==> src/rtl/ac_pkg.sv <==
// Shared definitions for the accumulator register: default width and the
// resolved per-cycle operation type.
package ac_pkg;

  localparam int AC_WORD_SIZE = 24;

  typedef enum logic [2:0] {
    OP_RESET,
    OP_LOAD_ALU,
    OP_LOAD_BUS,
    OP_INC,
    OP_HOLD
  } ac_op_t;

endpackage

==> src/rtl/ac_op_select.sv <==
// Fixed-priority resolution of the AC control lines into a single operation.
import ac_pkg::*;

module ac_op_select (
  input  logic   rst,
  input  logic   alu_to_ac,
  input  logic   write_en,
  input  logic   incre,
  output ac_op_t op
);

  // Controls never combine: the first active line in this order wins.
  always_comb begin
    op = OP_HOLD;
    if (rst)            op = OP_RESET;
    else if (alu_to_ac) op = OP_LOAD_ALU;
    else if (write_en)  op = OP_LOAD_BUS;
    else if (incre)     op = OP_INC;
  end

endmodule

==> src/rtl/ac_register.sv <==
// Accumulator register: one word, reloaded from bus/ALU, incremented, cleared
// or held each cycle; the register drives data_out directly.
import ac_pkg::*;

module ac_register #(
  parameter int WORD_SIZE = AC_WORD_SIZE
) (
  input  logic                 clk,
  input  logic                 rst,
  input  logic                 write_en,
  input  logic                 alu_to_ac,
  input  logic                 incre,
  input  logic [WORD_SIZE-1:0] data_in,
  input  logic [WORD_SIZE-1:0] alu_out,
  output logic [WORD_SIZE-1:0] data_out
);

  ac_op_t               op;
  logic [WORD_SIZE-1:0] ac, ac_nxt;

  ac_op_select u_op_select (
    .rst       (rst),
    .alu_to_ac (alu_to_ac),
    .write_en  (write_en),
    .incre     (incre),
    .op        (op)
  );

  // Increment wraps naturally at the register width.
  always_comb begin
    ac_nxt = ac;
    case (op)
      OP_RESET:    ac_nxt = '0;
      OP_LOAD_ALU: ac_nxt = alu_out;
      OP_LOAD_BUS: ac_nxt = data_in;
      OP_INC:      ac_nxt = ac + WORD_SIZE'(1);
      default:     ac_nxt = ac;
    endcase
  end

  always_ff @(posedge clk) ac <= ac_nxt;

  assign data_out = ac;

`ifndef SYNTHESIS
  a_rst_clears: assert property (@(posedge clk) rst |=> data_out == '0)
    else $error("ac_register: data_out not cleared after rst");

  // Any change must coincide with clk being high, i.e. follow a rising edge.
  always @(data_out) begin
    if ($time > 0)
      a_edge_only: assert (clk === 1'b1)
        else $error("ac_register: data_out changed away from rising edge");
  end
`endif

endmodule

==> config.mk <==
export PLATFORM = sky130hd
export DESIGN_NAME = ac_register
export DESIGN_NICKNAME = d
export VERILOG_FILES = /design/src/rtl/ac_pkg.sv /design/src/rtl/ac_op_select.sv /design/src/rtl/ac_register.sv
export SDC_FILE = /design/constraint.sdc
export NUM_CORES = 1
export LEC_CHECK = 0
export ABC_AREA = 1
export BUFFER_PORTS_ARGS = -buffer_cell sky130_fd_sc_hd__buf_2
export CORE_UTILIZATION = 48
export CTS_BUF_LIST = sky130_fd_sc_hd__clkbuf_16
export DETAILED_ROUTE_END_ITERATION = 10
export PLACE_DENSITY = 0.76
export REMOVE_ABC_BUFFERS = 1
export SYNTH_ARGS = -nofsm -noshare
export SYNTH_HDL_FRONTEND = slang
export SYNTH_SLANG_ARGS = --single-unit
==> constraint.sdc <==
create_clock -name clk -period 1.7 [get_ports clk]
set_input_delay 0.085 -clock clk [delete_from_list [all_inputs] [get_ports clk]]
set_output_delay 0.085 -clock clk [all_outputs]
set_load 0.01 [all_outputs]
* After elaboration in Yosys (flattened, before gate mapping)
Index checks and enable logic that the tools add are counted.
** Storage, ports and cells
- Bits of input ports :: 53
- Logic and storage cells :: 12
- Output and inout port bits :: 24
- Register bits after elaboration :: 24
** Operators by class
- Multiplexer cells :: 5
- Eq/ne operators :: 3
- Reductions and logical operators :: 2
- Add/sub/neg operators :: 1
** Operators with widths (count)
- 24-bit one-hot mux with 4 select lines :: 1
- 24-bit by 1-bit adder with 24-bit output, second input constant :: 1
- 3-bit 2-to-1 mux :: 4
- 3-bit by 2-bit == test with 1-bit output, second input constant :: 2
- 4-bit nonzero test :: 1
- 3-bit by 1-bit == test with 1-bit output, second input constant :: 1
- 3-bit logical NOT :: 1

* Depth between registers and ports, before layout
Gate-level depths: netlist of the first run.
- Depth in word-level cells :: 6
- Depth in mapped cells :: 9
- Depth with buffers taken out :: 9

* Cells and area by module
From an unflattened synthesis of the first run, not the netlist that was laid out.
** Second synthesis, totals
- Cell total of the unflattened synthesis :: 268
- Area, all modules :: 1906.8 um2
** By module, submodules not included
- ac_register :: cells each 260, times used 1, area each 1871.8 um2
- ac_op_select :: cells each 8, times used 1, area each 35.0 um2

* Least setup slack after synthesis of the first run
OpenSTA, ideal clock, no wires.
- Path type :: reg-to-reg
- Start :: register ac[0], in the netlist data_out[0]
- End :: register ac[22], in the netlist data_out[22], data pin
- Arrival :: 1227 ps
- Stages on the path, launching flop included :: 9
- Library setup time :: 257 ps
- Setup slack :: 217 ps
- Buffers on the path :: 0
- Clock period less this slack :: 1483 ps
- Data required time :: 1443 ps
- Path through :: edfxtp_1 ha_1 nand2_1 nor2_4 nand2_2 nor2_2 nand3_1 nand3_1 nand2_1
** Between the ends
- Longest elaborated chain between the ends :: 2
** RTL lines
- start: declaration :: RTL line ac_register.sv:19 : logic [WORD_SIZE-1:0] ac, ac_nxt;
- start signal: assignment :: RTL line ac_register.sv:41 : always_ff @(posedge clk) ac <= ac_nxt;
- 24-bit by 1-bit adder with 24-bit output :: RTL line ac_register.sv:36 : OP_INC: ac_nxt = ac + WORD_SIZE'(1);
- 24-bit one-hot mux with 4 select lines :: RTL line ac_register.sv:32 : case (op)
- net ac_nxt[22] :: RTL line ac_register.sv:19
The timed path passes the listed nets, and every way through them passes these cells.
A chain may end at the register's enable or synchronous reset.

* Worst setup path after layout of the first run
- Start :: register ac[1], in the netlist data_out[1]
- End :: register ac[22], in the netlist data_out[22], data pin
Same word-level chain as after synthesis.

==> impl_metrics.csv, run 1 <==
group,metric,value,unit
status,status,"complete, no violations",
cells_and_area,area_growth,30.0,%
drt,drt_iter0_markers,197,
clock_tree,clockBufferDepth,2,
floorplan,dieArea,4040,sq um
power_and_ir_drop,power_frac_clock,31.4,%
floorplan,die_h,63.6,um
synth,ys_types,25,
hold_path,whs_path_depth,3,
timing,finClkSkew,2.62,ps
timing,rsz0062_at_grt,"false",
global_route,grt_max_degree,25,
drt,finalWirelength,4.69,mm
critical_path,slowest_delay,400,ps
cells_and_area,diodes,0,
timing,slew_violations,0,
drt,final_antenna_net_count,0,
synth,synth.area.top_cells,"edfxtp_1, nand2_1, nand3_1, inv_1, a22oi_1",
drt,drtPass1Iterations,4,
critical_path,required,1710,ps
floorplan,rows,22,
synth,syn-cell-area,1820,sq um
synth,yosys.area.top_type,"edfxtp_1",
cells_and_area,fin_util,64.6,%
power_and_ir_drop,swShare,28.2,%
cells_and_area,final_common_cell,"nand2_1",
clock_tree,tritoncts,"built",
global_route,grt_first_pass_wirelength,8.09,mm
synth,yosys_warnings,0,
critical_path,path_cells,"ha_2, nand2_1, nor2_4, nand2_2, nor2_2, nand3_1, nand3_1, nand2_1",
power_and_ir_drop,pwr-share-comb,19.6,%
clock_tree,cts_max_level,1,
clock_tree,cts-root-buf,"clkbuf_16",
power_and_ir_drop,p_per_area,704,nW/um^2
synth,synth-seq-cells,24,
clock_tree,clkTransAtPathRegs,60,ps
cells_and_area,finalNetCount,387,
floorplan,fp.dieW,63.6,um
clock_tree,cts_made_buffers,3,
placed_design,place_area,2260,sq um
flow_run,maxCapViolations,0,
drt,dr_total_vias,1962,
synth,synthCells,250,
power_and_ir_drop,power_leakage,1.13,nW
global_route,grt_pass1_vias,1830,
placed_design,place_congestion,0.848,
power_and_ir_drop,power.share.sequential,49.0,%
power_and_ir_drop,p_int,1.19,mW
placed_design,dp_hpwl,3.57,mm
critical_path,crit_arrival,1590,ps
synth,syn-mean-instance-area,7.28,sq um
critical_path,crit_type,"reg -> reg",
timing,timing.final.crit_share,92.5,%
drt,avgViaCountPerCell,5.16,
timing,fmaxAchievable,636,MHz
clock_tree,clock_latency,260,ps
critical_path,reg2reg_depth,8,
cells_and_area,final_cells,380,
drt,wl_per_cell,12.4,um
timing,max_slew.worst_pin.slew,314,ps
cells_and_area,drive_gt1_share,32.2,%
floorplan,start_util,49.7,%
timing,finalSetupViolations,0,
synth,synth.top_cell.area_share,39.6,%
cells_and_area,largest_reg_flops,24,
critical_path,cp_max_fo,4,
placed_design,dp.cells,374,
hold_path,hold_path_class,"in -> reg",
clock_tree,cts_sinks,24,
cells_and_area,final_cell_mix,"nand2_1, buf_2, nand3_1",
global_route,antenna_found_initial,0,
cells_and_area,fillers,350,
power_and_ir_drop,peakVddDrop,0.000378,V
global_route,overflow,0,
global_route,grt_usage,25.2,%
floorplan,fp.coreArea,3660,sq um
drt,drc,0,
clock_tree,ctsHoldBuffers,0,
timing,max_slew_margin,79.1,%
critical_path,end_kind,"register",
critical_path,slowest_stage,"edfxtp_1",
timing,holdWs,101,ps
power_and_ir_drop,netSwitchingPower,0.470,mW
critical_path,critPathLaunchType,"register",
timing,finalSetupTns,0,ps
timing,period_minus_slack,1570,ps
placed_design,port-buffer-count,76,
cells_and_area,finish.instance_area,2360,sq um
synth,ys_seq_area_share,39.6,%
floorplan,io_pins,77,
timing,finalHoldViolCount,0,
==> power groups by stage <==
stage / clock [mW] / combinational, mW / sequential (mW)
floorplan: 0 / 0.134 / 0.833
global placement: 0 / 0.311 / 0.821
detailed placement: 0 / 0.319 / 0.826
CTS: 0.525 / 0.321 / 0.813
global route: 0.558 / 0.367 / 0.827
finish: 0.522 / 0.326 / 0.816
==> stage by stage <==
| step | worst slack (ps) | total power [mW] |
|---|---|---|
| floorplan | 216 | 0.966 |
| global placement | 234 | 1.13 |
| detailed placement | 145 | 1.14 |
| CTS | 135 | 1.66 |
| global route | 17.5 | 1.75 |
| finish | 127 | 1.66 |
==> metal layers <==
metal  wire length (um)  GRT usage, %  up-vias
met5                  0             0        -
met4                 72          8.81        0
met3                232          3.08        8
met2               2340          42.6       76
met1               2050          32.9      872
li1                   -             -     1006
==> cell type report <==
cell class	instances	area (sq um)	area share, %
clock buffers	3	75.1	3.17
well taps	48	60.1	2.54
repair buffers	83	433	18.3
inverters	26	97.6	4.13
multi-input cells	195	975	41.2
flip-flops and latches	24	721	30.5
clock inverters	1	3.75	0.159
==> synth_stat cells <==
cell      instances
a21boi_0          1
a21oi_1           3
a22oi_1           9
a31oi_1           1
buf_2             4
clkbuf_8          1
edfxtp_1         24
ha_1              1
inv_1            23
inv_2             3
nand2_1          87
nand2_2           3
nand2_4           1
nand3_1          40
nand3_2           1
nand4_1           7
nor2_1           17
nor2_2            3
nor2_4            6
o211ai_1          1
o21ai_0           4
o21ai_1           2
o21bai_1          6
or2_2             1
xor2_1            1
==> final timing paths <==
kind	start	to	slack, ps
setup / recovery	data_out[1]	data_out[22]	130
hold / removal	alu_out[1]	data_out[1]	100
setup reg to reg	data_out[1]	data_out[22]	130
hold reg to reg	data_out[0]	data_out[0]	690
==> worst max-delay path: cells and delay by family, from the launching register on <==
kind	cells	cell delay, ps
fa+ha+maj	1	210
flops	1	400
simple gates	7	720
==> timing repair <==
item                                    4_1_cts  5_1_grt
gates resized for setup                       0        3
setup buffers                                 0        2
endpoints found under the setup margin        0        1
hold endpoints to repair                      0        0
==> logic make-up (layout without fill, tap and decap cells) <==
logic type	count (synthesis)	after routing	share of synthesized area [%]
XOR/XNOR	1	1	0.482
AND/OR/NAND/NOR	166	166	42.2
AO/OA/AOI/OAI	27	27	9.83
buffers and inverters	31	113	7.22
flip-flops	24	24	39.6
adder cells (fa/ha/maj)	1	1	0.688
(Power assumes the default switching activity.)
==> run 2: changes to the inputs <==
RECOVER_POWER = 25   (was default)
==> run 2 against run 1 <==
Total power shrank 0.57%. Critical path depth is the same. Highest routed layer unchanged. Register-to-register slack barely moved. Critical path type unchanged. Flip-flop and latch count unchanged. Clock skew about the same. Die area stayed put. Final area fell by 1.1%.
==> impl_metrics.csv, run 2 (synthesis results as in run 1) <==
group,metric,value,unit
status,status,"complete, no violations",
timing,max_slew.worst_pin.slew,615,ps
global_route,grt_first_pass_wirelength,8.09,mm
drt,wl_met1,2.09,mm
timing,finalSetupViolations,0,
drt,wl_met2,2.32,mm
clock_tree,tritoncts,"built",
timing,finClkSkew,2.98,ps
drt,top_layer_used,"met4",
cells_and_area,final_cell_mix,"nand2_1, buf_2, nand3_1",
cells_and_area,drive_gt1_share,27.1,%
cells_and_area,finalNetCount,387,
clock_tree,clkTransAtPathRegs,60,ps
power_and_ir_drop,power_frac_clock,31.6,%
cells_and_area,area_growth,28.6,%
floorplan,rows,22,
timing,slew_violations,0,
clock_tree,cts_max_level,1,
critical_path,slowest_delay,400,ps
global_route,grt_max_degree,25,
timing,timing.final.crit_share,92.8,%
hold_path,hold_path_class,"in -> reg",
power_and_ir_drop,netSwitchingPower,0.471,mW
global_route,grt_pass1_vias,1830,
global_route,grt_usage,25.2,%
timing,max_slew_margin,59.0,%
floorplan,die_h,63.6,um
drt,drt_iter0_markers,154,
critical_path,crit_type,"reg -> reg",
timing,fmaxAchievable,634,MHz
critical_path,path_cells,"ha_2, nand2_1, nor2_4, nand2_2, nor2_2, nand3_1, nand3_1, nand2_1",
drt,final_antenna_net_count,0,
cells_and_area,multi_input_area,972,sq um
flow_run,maxCapViolations,0,
critical_path,required,1710,ps
timing,finalHoldViolCount,0,
drt,wl_met3,218,um
clock_tree,clockBufferDepth,2,
drt,wl_per_cell,12.3,um
placed_design,dp_hpwl,3.57,mm
floorplan,io_pins,77,
cells_and_area,largest_reg_flops,24,
floorplan,start_util,49.7,%
drt,dr_total_vias,1958,
floorplan,dieArea,4040,sq um
timing,period_minus_slack,1580,ps
global_route,antenna_found_initial,0,
power_and_ir_drop,p_int,1.18,mW
clock_tree,cts-root-buf,"clkbuf_16",
cells_and_area,final_common_cell,"nand2_1",
cells_and_area,diodes,0,
power_and_ir_drop,power.share.sequential,49.4,%
floorplan,fp.coreArea,3660,sq um
critical_path,cp_max_fo,4,
critical_path,slowest_stage,"edfxtp_1",
cells_and_area,sequential_cell_area,721,sq um
floorplan,fp.dieW,63.6,um
placed_design,port-buffer-count,76,
drt,finalWirelength,4.68,mm
critical_path,critPathLaunchType,"register",
drt,drc,0,
timing,rsz0062_at_grt,"false",
timing,holdWs,100,ps
power_and_ir_drop,power_leakage,1.08,nW
cells_and_area,final_cells,380,
drt,drtPass1Iterations,4,
power_and_ir_drop,swShare,28.4,%
timing,finalSetupTns,0,ps
clock_tree,cts_made_buffers,3,
clock_tree,cts_sinks,24,
power_and_ir_drop,peakVddDrop,0.000379,V
global_route,overflow,0,
cells_and_area,fillers,363,
critical_path,crit_arrival,1590,ps
power_and_ir_drop,power.total,1.65,mW
critical_path,end_kind,"register",
drt,avgViaCountPerCell,5.15,
placed_design,dp.cells,374,
power_and_ir_drop,pwr-share-comb,19.0,%
placed_design,place_congestion,0.848,
power_and_ir_drop,p_per_area,707,nW/um^2
clock_tree,clock_latency,260,ps
run 2: cell types whose count changed in the layout (fill, tap and decap cells not counted), sizes merged:
cell | before | now
clkbuf | 3 | 20
buf | 83 | 66
run 2: path summary, 6_finish.rpt:
check	from	end	slack, ps	cells past startpoint
worst max-delay path	data_out[1]	data_out[22]	120	8
worst min-delay path	alu_out[1]	data_out[1]	100	3
worst max register to register	data_out[1]	data_out[22]	120	8
worst min register to register	data_out[0]	data_out[0]	690	1
run 2: cell type report:
| cell class | instances | area share [%] |
|---|---|---|
| Clock buffer | 3 | 3.21 |
| Clock inverter | 1 | 0.160 |
| Inverter | 26 | 4.17 |
| Multi-Input combinational cell | 195 | 41.6 |
| Sequential cell | 24 | 30.8 |
| Tap cell | 48 | 2.57 |
| Timing Repair Buffer | 83 | 17.5 |
run 2: per-layer routing:
layer	track usage, %	vias to the layer above
met3	3.08	6
met4	8.81	0
met1	32.9	873
li1	-	1006
met2	42.6	73
met5	0	-
run 2: repair_timing:
action	CTS	global route
gates resized for setup	0	3
setup buffers	0	2
setup endpoints to repair	0	1
hold buffers	0	0
hold endpoints to repair	0	0
run 2: per-stage QoR:
stage | setup WS, ps | util, % | instance area (sq um)
2_1_floorplan | 216 | - | 1790
3_3_place_gp | 234 | 61.8 | 2260
3_5_place_dp | 145 | 61.8 | 2260
4_1_cts | 135 | 64.0 | 2340
5_1_grt | 16.1 | 63.9 | 2340
6_report | 122 | 63.9 | 2340
run 2: power groups by stage:
stage / combinational (mW) / clock (mW) / sequential, mW
finish: 0.315 / 0.523 / 0.817
global route: 0.356 / 0.558 / 0.829
CTS: 0.321 / 0.525 / 0.813
detailed placement: 0.319 / 0 / 0.826
global placement: 0.311 / 0 / 0.821
floorplan: 0.134 / 0 / 0.833
run 2: critical path, delay by kind of cell, from the launching register on:
family,cells,cell delay (ps)
AND/OR/NAND/NOR,7,740
flip-flops,1,400
adder cells (fa/ha/maj),1,210
